[src/rtl/decode_issue_stage.sv]
// decode_issue_stage
//   Two-stage in-order front end: a decode stage (D) that splits the
//   instruction word into register fields, followed by an issue stage (I)
//   that presents the instruction downstream. A pending-write scoreboard
//   holds an instruction in D while any register it reads or writes is
//   still in flight. A saturating counter records the hazard-stall cycles.
//
// Ports
//   clk, rst_n            clock, asynchronous active-low reset
//   in_valid / in_ready   instruction-input handshake
//   in_instr [31:0]       instruction word
//   flush                 synchronous kill of both stages
//   wb_valid / wb_addr    writeback completion, clears pending[wb_addr]
//   out_valid / out_ready issue handshake
//   out_instr, out_rs1, out_rs2, out_dest, out_we   issued instruction
//   pending [NUM_REGS]    scoreboard vector
//   stall_cnt [CNT_W]     saturating count of hazard-stall cycles
module decode_issue_stage #(
  parameter int REG_ADDR_W = 5,
  parameter bit ZERO_REG   = 1'b1,
  parameter int CNT_W      = 16
) (
  input  logic                         clk,
  input  logic                         rst_n,
  input  logic                         in_valid,
  output logic                         in_ready,
  input  logic [31:0]                  in_instr,
  input  logic                         flush,
  input  logic                         wb_valid,
  input  logic [REG_ADDR_W-1:0]        wb_addr,
  output logic                         out_valid,
  input  logic                         out_ready,
  output logic [31:0]                  out_instr,
  output logic [REG_ADDR_W-1:0]        out_rs1,
  output logic [REG_ADDR_W-1:0]        out_rs2,
  output logic [REG_ADDR_W-1:0]        out_dest,
  output logic                         out_we,
  output logic [(2**REG_ADDR_W)-1:0]   pending,
  output logic [CNT_W-1:0]             stall_cnt
);

  localparam int              NUM_REGS = 2**REG_ADDR_W;
  localparam logic [CNT_W-1:0] CNT_MAX = '1;

  typedef struct packed {
    logic [31:0]           instr;
    logic [REG_ADDR_W-1:0] rs1;
    logic [REG_ADDR_W-1:0] rs2;
    logic [REG_ADDR_W-1:0] dest;
    logic                  we;
  } uop_t;

  // Field placement depends on the group in the top three bits; every
  // 5-bit field is truncated to the register-address width.
  function automatic uop_t decode(input logic [31:0] instr);
    uop_t u;
    u.instr = instr;
    u.rs1   = instr[21 +: REG_ADDR_W];
    u.rs2   = instr[16 +: REG_ADDR_W];
    u.dest  = '0;
    u.we    = 1'b0;
    case (instr[31:29])
      3'b010: begin
        u.rs1  = instr[16 +: REG_ADDR_W];
        u.rs2  = instr[11 +: REG_ADDR_W];
        u.dest = instr[21 +: REG_ADDR_W];
        u.we   = 1'b1;
      end
      3'b110: begin
        u.rs1  = instr[16 +: REG_ADDR_W];
        u.rs2  = instr[16 +: REG_ADDR_W];
        u.dest = instr[21 +: REG_ADDR_W];
        u.we   = 1'b1;
      end
      default: ;
    endcase
    return u;
  endfunction

  logic                d_valid, i_valid;
  uop_t                d_uop, i_uop;
  logic [NUM_REGS-1:0] busy, pending_nxt;
  logic                hazard, d_adv, capture, issue;

  // busy marks every register D must not touch this cycle: pending writes
  // not being retired right now, plus the destination sitting in I.
  // NOTE: every variable assigned in an always_comb gets a default first,
  // so no path can leave it unassigned and infer a latch.
  always_comb begin
    busy = pending;
    if (wb_valid) busy[wb_addr] = 1'b0;
    if (i_valid && i_uop.we) busy[i_uop.dest] = 1'b1;
    if (ZERO_REG) busy[0] = 1'b0;
  end

  assign hazard   = busy[d_uop.rs1] | busy[d_uop.rs2] | (d_uop.we & busy[d_uop.dest]);
  assign d_adv    = d_valid & ~hazard & (~i_valid | out_ready);
  assign in_ready = ~d_valid | d_adv;
  assign capture  = in_valid & in_ready & ~flush;
  assign issue    = i_valid & out_ready & ~flush;

  // The clear is applied before the set so an issue and a writeback to the
  // same register in one cycle leave it pending.
  always_comb begin
    pending_nxt = pending;
    if (wb_valid) pending_nxt[wb_addr] = 1'b0;
    if (issue && i_uop.we) pending_nxt[i_uop.dest] = 1'b1;
    if (ZERO_REG) pending_nxt[0] = 1'b0;
  end

  // NOTE: state registers use non-blocking assignments so every flop samples
  // the pre-edge values, independent of the order the blocks are evaluated.
  // NOTE: the scoreboard is a flop vector, not a RAM, so it is reset along
  // with the valid bits; a stale pending bit after reset would deadlock D.
  always_ff @(posedge clk or negedge rst_n) begin
    if (!rst_n) begin
      pending   <= '0;
      stall_cnt <= '0;
    end else begin
      pending <= pending_nxt;
      if (!flush && d_valid && hazard && stall_cnt != CNT_MAX)
        stall_cnt <= stall_cnt + CNT_W'(1);
    end
  end

  always_ff @(posedge clk or negedge rst_n) begin
    if (!rst_n) begin
      d_valid <= 1'b0;
      d_uop   <= '0;
    end else if (flush) begin
      d_valid <= 1'b0;
    end else if (capture) begin
      d_valid <= 1'b1;
      d_uop   <= decode(in_instr);
    end else if (d_adv) begin
      d_valid <= 1'b0;
    end
  end

  // I drains on out_ready only when nothing replaces it from D.
  always_ff @(posedge clk or negedge rst_n) begin
    if (!rst_n) begin
      i_valid <= 1'b0;
      i_uop   <= '0;
    end else if (flush) begin
      i_valid <= 1'b0;
    end else if (d_adv) begin
      i_valid <= 1'b1;
      i_uop   <= d_uop;
    end else if (out_ready) begin
      i_valid <= 1'b0;
    end
  end

  assign out_valid = i_valid;
  assign out_instr = i_uop.instr;
  assign out_rs1   = i_uop.rs1;
  assign out_rs2   = i_uop.rs2;
  assign out_dest  = i_uop.dest;
  assign out_we    = i_uop.we;

endmodule

[config.mk]
export PLATFORM = sky130hd
export DESIGN_NAME = decode_issue_stage
export DESIGN_NICKNAME = d
export VERILOG_FILES = /design/src/rtl/decode_issue_stage.sv
export SDC_FILE = /design/constraint.sdc
export NUM_CORES = 1
export LEC_CHECK = 0
export CAP_MARGIN = 20
export CORE_MARGIN = 8
export CORE_UTILIZATION = 48
export CTS_CLUSTER_SIZE = 25
export DETAILED_ROUTE_END_ITERATION = 7
export MAX_ROUTING_LAYER = met4
export PLACE_DENSITY = 0.76
export SLEW_MARGIN = 40
export SYNTH_ARGS = -nofsm -noshare
export SYNTH_HDL_FRONTEND = slang
export SYNTH_SLANG_ARGS = --single-unit
[constraint.sdc]
create_clock -name clk -period 3.1 [get_ports clk]
set_input_delay 0.465 -clock clk [delete_from_list [all_inputs] [get_ports clk]]
set_output_delay 0.465 -clock clk [all_outputs]
set_load 0.1 [all_outputs]
; ---- Word level (Yosys, flattened, before mapping)
; Cells that the tools add are included.
[word_totals]
register_bits = 145
input_bits = 43
out_inout_bits = 98
wordCells = 75
[classes]
addsub = 1
n_lt_le_gt_ge = 7
eq_ne = 3
n_mux = 20
n_bitwise = 18
n_reduce_logical = 12
[ops]
columns = operator, count
row1 = $mux W32, 3
row2 = $and A32 B32 Y32, 1
row3 = $not A32 Y32, 1
row4 = $or A32 B32 Y32, 1
row5 = $pmux W16 S2, 1
row6 = $lt A5 B6 Y1 const B, 5
row7 = $add A16 B1 Y16 const B, 1
row8 = $ne A16 B16 Y1 const B, 1
row9 = $bmux W1 S5, 3
row10 = $mux W1, 11
row11 = $demux W1 S5, 2
row12 = $ge A5 B1 Y1 const B, 2
row13 = $and A1 B1 Y1, 7
row14 = $logic_and A1 B1 Y1, 7
row15 = $reduce_bool A3 Y1, 2
row16 = $not A1 Y1, 4
row17 = $or A1 B1 Y1, 4
row18 = $reduce_and A2 Y1, 2
row19 = $eq A3 B2 Y1 const B, 1
row20 = $eq A3 B3 Y1 const B, 1
row21 = $logic_not A1 Y1, 1

; ---- Longest topological paths before layout
[depth]
ltp_word = 21
mapped_depth = 13
mapped_depth_nobuf = 9

; ---- Least setup slack after synthesis
; OpenSTA, ideal clock, no wires.
[synth_timing]
path_kind = register -> register
from = reg i_uop, in the netlist out_dest[1]
to = reg d_uop[11] (netlist bit)
arrival_time_ns = 4.695
required_ns = 2.975
slack_ns = -1.720
stages_incl_launch_ff = 13
n_path_buf = 4
path_cell_list = dfrtp_1 > buf_4 > nand4b_1 > clkbuf_1 > o21ai_1 > mux4_2 > a22o_1 > a211o_1 > o41ai_4 > nand3b_2 > buf_6 > buf_6 > mux2_4
[synth_between]
elab_chain_cells = 17
word_cells_on_any_way = 23
[synth_lines]
columns = element, line_no
row1 = from (decl), 81  ; uop_t d_uop, i_uop;
row2 = from (signal assigned), 149  ; i_uop <= d_uop;
row3 = $lt A5 B6 Y1 (not written as such) / $ge A5 B1 Y1 (equally long branches), 92  ; if (i_valid && i_uop.we) busy[i_uop.dest] = 1'b1;
row4 = $logic_and A1 B1 Y1 (not written as such), 92
row5 = $mux W1 (not written as such), 92
row6 = $demux W1 S5 *, 92
row7 = $or A32 B32 Y32 (no source line) *, n/a
row8 = $mux W32 *, 92
row9 = $bmux W1 S5, 96  ; assign hazard = busy[d_uop.rs1] | busy[d_uop.rs2] | (d_uop.we & busy[d_uop.dest]);
row10 = $mux W1 (not written as such), 96
row11 = $or A1 B1 Y1 / $and A1 B1 Y1 (equally long branches), 96
row12 = $or A1 B1 Y1 *, 96
row13 = $not A1 Y1 *, 97  ; assign d_adv = d_valid & ~hazard & (~i_valid | out_ready);
row14 = $and A1 B1 Y1 * (2 in series), 97
row15 = $or A1 B1 Y1 *, 98  ; assign in_ready = ~d_valid | d_adv;
row16 = named net in_ready, 26  ; output logic in_ready,
row17 = $and A1 B1 Y1 * (2 in series), 99  ; assign capture = in_valid & in_ready & ~flush;
row18 = $reduce_and A2 Y1 (no source line) *, n/a
row19 = to (signal assigned), 134  ; d_uop <= decode(in_instr);
row20 = to (decl), 81
; Mark *: on every way through the listed nets, which the timed path passes. The rest lies on a longest branch. The select of a mux whose other input is x is not followed.
; A chain may end at the register's enable or synchronous reset.

; ---- Final worst setup path
[layout_timing]
from = reg i_uop, in the netlist out_dest[3]
to = out in_ready
[layout_between]
elab_chain_cells = 14
word_cells_on_any_way = 20
[layout_lines]
columns = element, line_no
row1 = $lt A5 B6 Y1 (not written as such) / $ge A5 B1 Y1 (equally long branches), 92
row2 = $logic_and A1 B1 Y1 (not written as such), 92
row3 = $mux W1 (not written as such), 92
row4 = $demux W1 S5 *, 92
row5 = $or A32 B32 Y32 (no source line) *, n/a
row6 = $mux W32 *, 92
row7 = $bmux W1 S5, 96
row8 = $mux W1 (not written as such), 96
row9 = $or A1 B1 Y1 / $and A1 B1 Y1 (equally long branches), 96
row10 = $or A1 B1 Y1 *, 96
row11 = $not A1 Y1 *, 97
row12 = $and A1 B1 Y1 * (2 in series), 97
row13 = $or A1 B1 Y1 *, 98
row14 = to (decl), 26
; Every way passes the cells marked *; elsewhere a longest branch is shown, timed or not. The select of a mux whose other input is x is not followed.

==> flow_summary.ini <==
[run_status]
status = complete, but fails checks
violations = setup timing

[placed_design]
dpl-instance-area_um2 = 9590
port_buffers = 139
place.gp.congestion = 0.9313
hpwl_mm = 18.43

[timing]
finalSetupTns_ns = -37.78
timing.final.ws_setup_ns = -0.5934
fin_crit_sh_pct = 119.1
finalSetupViolCount = 109
hold_violations = 0
slew_headroom_pct = 53.65
min_period_ns = 3.693
worst_pin_slew_ns = 0.6939
skew_ns = 0.01795
maxSlewViolCount = 0
fmax_mhz = 270.8
rsz0062_at_grt = yes

[yosys]
synth-edff-count = 0
synthesis.nets = 688
syn_inst = 644
synth-seq-cells = 145
synth_cell_types = 75
syn_area_um2 = 7423
ys_seq_area_share_pct = 48.88
avgSynthCellArea_um2 = 11.53
ys.flop_type = dfrtp_1
synth_top_area_share_pct = 48.88
async_reset_ff_share_pct = 100.0
synth_area_leaders = dfrtp_1, mux2_2, o21ai_0
yosysWarnings = 0
yosysTopAreaCell = dfrtp_1

[finish]
finish.instance_area_um2 = 11530
syn2layout_area_growth_pct = 55.37
multi_input_area_um2 = 4091
layout-drive-gt1-share_pct = 51.86
filler_cell_count = 978
final_common_cell = buf_4
seq_area_um2 = 3655
final_util_pct = 76.15
nets = 970
final_cell_mix = buf_4, dfrtp_1, mux2_4
diodes = 0

[routing]
drc = 0
drt-pass1-iter-count = 6
drt_iter0_markers = 558
wl_mm = 28.10
viasPerCell = 6.069
ant_nets = 0
wire_per_inst_um = 24.93
dr_total_vias = 6840

[setup_path]
startpoint_type = register
worstPathArrival_ns = 3.23
r2r-start = out_dest[0]$_DFFE_PN0P_
cp.required_ns = 2.63
crit_path_end_kind = output port
crit_fanout = 7
cp-startpoint = out_dest[3]$_DFFE_PN0P_
critical_path_class = register to output port

[cts]
cts_buffer_depth = 2
path_clk_slew_ns = 0.07
numCtsBuffers = 17
clock_sinks = 145
cts_hold_buf = 0
cts-root-buf = clkbuf_16
cts_tree = yes
h-tree-depth = 4
clk-insertion-delay-late_ns = 0.43

[global_routing]
antenna_found_initial = 0
grt_pass1_vias = 7184
grt_max_degree = 61
grt_pass1_wl_mm = 43.01
grt_use_total_pct = 29.26
overflow = 0

[power_and_ir_drop]
switching_share_pct = 49.34
p_leak_uw = 0.005410
p_switching_uw = 6160
power_frac_clock_pct = 16.7
p_seq_share_pct = 24.6
totalPowerFinal_uw = 12490
combPwrFrac_pct = 58.7
p_per_area_nw_per_um2 = 1083
vdd_ir_drop_max_v = 0.001221
p_int_uw = 6326

[job]
maxCapViolCount = 0

[die]
rows = 45
die_y_um = 140.4
dieArea_um2 = 19700
die_x_um = 140.4
ios = 141
initial_core_util_pct = 49.01
core_um2 = 15150

[min_path]
min_path_type = input pin to asynchronous set/reset pin
cell usage after synthesis, types with 3 or more instances:
| cell | instances |
|---|---|
| nand3b_1 | 5 |
| a21oi_1 | 12 |
| nand2b_1 | 5 |
| a22o_1 | 3 |
| inv_1 | 14 |
| nand4bb_1 | 4 |
| or2_2 | 5 |
| nor3b_1 | 5 |
| o21ai_0 | 66 |
| nor4_1 | 4 |
| o2111ai_1 | 6 |
| clkbuf_1 | 22 |
| mux2i_1 | 12 |
| dfrtp_1 | 145 |
| nand4_1 | 9 |
| nor2b_1 | 4 |
| a311oi_1 | 3 |
| nand4b_1 | 7 |
| a31oi_1 | 3 |
| nor2_1 | 24 |
| o21ai_1 | 9 |
| buf_6 | 5 |
| buf_2 | 10 |
| nor3_1 | 3 |
| o21bai_1 | 6 |
| o221ai_1 | 5 |
| or3_1 | 5 |
| mux2_4 | 20 |
| mux4_2 | 6 |
| mux2_2 | 64 |
| o21a_1 | 15 |
| nand2_1 | 26 |
| mux2_1 | 12 |
| xor2_1 | 14 |
| nand3_1 | 13 |
| and3_1 | 11 |
| o211ai_1 | 11 |
power by group through the flow:
stage	sequential [uW]	clock, uW	combinational (uW)
floorplan	5410	0	1840
global placement	3000	0	5860
detailed placement	3050	0	5920
CTS	3040	2100	6920
global route	3130	2180	7560
finish	3070	2080	7330
sequential cells by signal (all words and copies together) (netlist names), 5 cells and up:
register and cells:
pending 31, out_instr 32, out_rs2 5, out_dest 5
d_uop 48, out_rs1 5, stall_cnt 16
through the flow:
step	hold WS [ns]	cells	worst slack, ns
after floorplan	0.1694	644	-1.218
after global placement	0.4684	1039	-0.9769
after detailed placement	0.4781	1039	-0.9854
after CTS	0.02101	1114	-0.6118
after global routing	0.04058	1127	-0.6538
final	0.006749	1127	-0.5934
logic make-up after synthesis:
group	after synthesis	synth area share (%)
AO/OA/AOI/OAI	167	15.00
flip-flops	145	48.88
AND/OR/NAND/NOR	144	11.46
multiplexers	114	19.01
buffers and inverters	57	3.658
XOR/XNOR	15	1.770
adder cells (fa/ha/maj)	1	0.1685
other	1	0.05052
metal layers:
metal | global-route usage, % | routed length (um) | up-vias
met2 | 45.84 | 13300 | 332
met3 | 6.830 | 2139 | 73
met4 | 10.57 | 839 | 0
met1 | 36.51 | 11820 | 3449
li1 | - | - | 2986
met5 | - | 0 | -
final cells by class:
| cell class | instances | area share, % |
|---|---|---|
| timing repair buffer | 304 | 24.99 |
| multi-input combinational | 442 | 35.47 |
| tap | 188 | 2.039 |
| sequential | 145 | 31.69 |
| clock inverter | 15 | 1.595 |
| clock buffer | 17 | 3.688 |
| inverter | 16 | 0.5207 |
critical path, stage by stage (launching register included):
cell and delay (ns):
dfrtp_4 0.51, buf_6 0.13, or3b_4 0.28, o21ai_2 0.07, mux4_2 0.51, a22o_1 0.23, a211o_4 0.29, o41ai_4 0.40
buf_4 0.19, buf_12 0.17
what timing repair did:
item	in CTS	in global routing
buffers inserted	29	22
setup endpoints to repair	115	113
gates resized for setup	124	77
cloned	15	0
pin swaps	27	31
endpoints found under the hold margin	0	0
path summary, 6_finish.rpt:
path / slack, ns / end / depth (start not counted)
worst min register to register: 0.51 / out_instr[12]$_DFFE_PN0P_ / 1
worst max register to register: -0.49 / out_instr[25]$_DFFE_PN0P_ / 19
worst min-delay path: 0.007 / out_instr[12]$_DFFE_PN0P_ / 1
worst max-delay path: -0.59 / in_ready / 9
max in group asynchronous: 2.23 / d_uop[18]$_DFFE_PN0P_ / 2
min in group clk: 0.51 / out_instr[12]$_DFFE_PN0P_ / 1
Note: power is estimated with default switching activity, not from simulation.
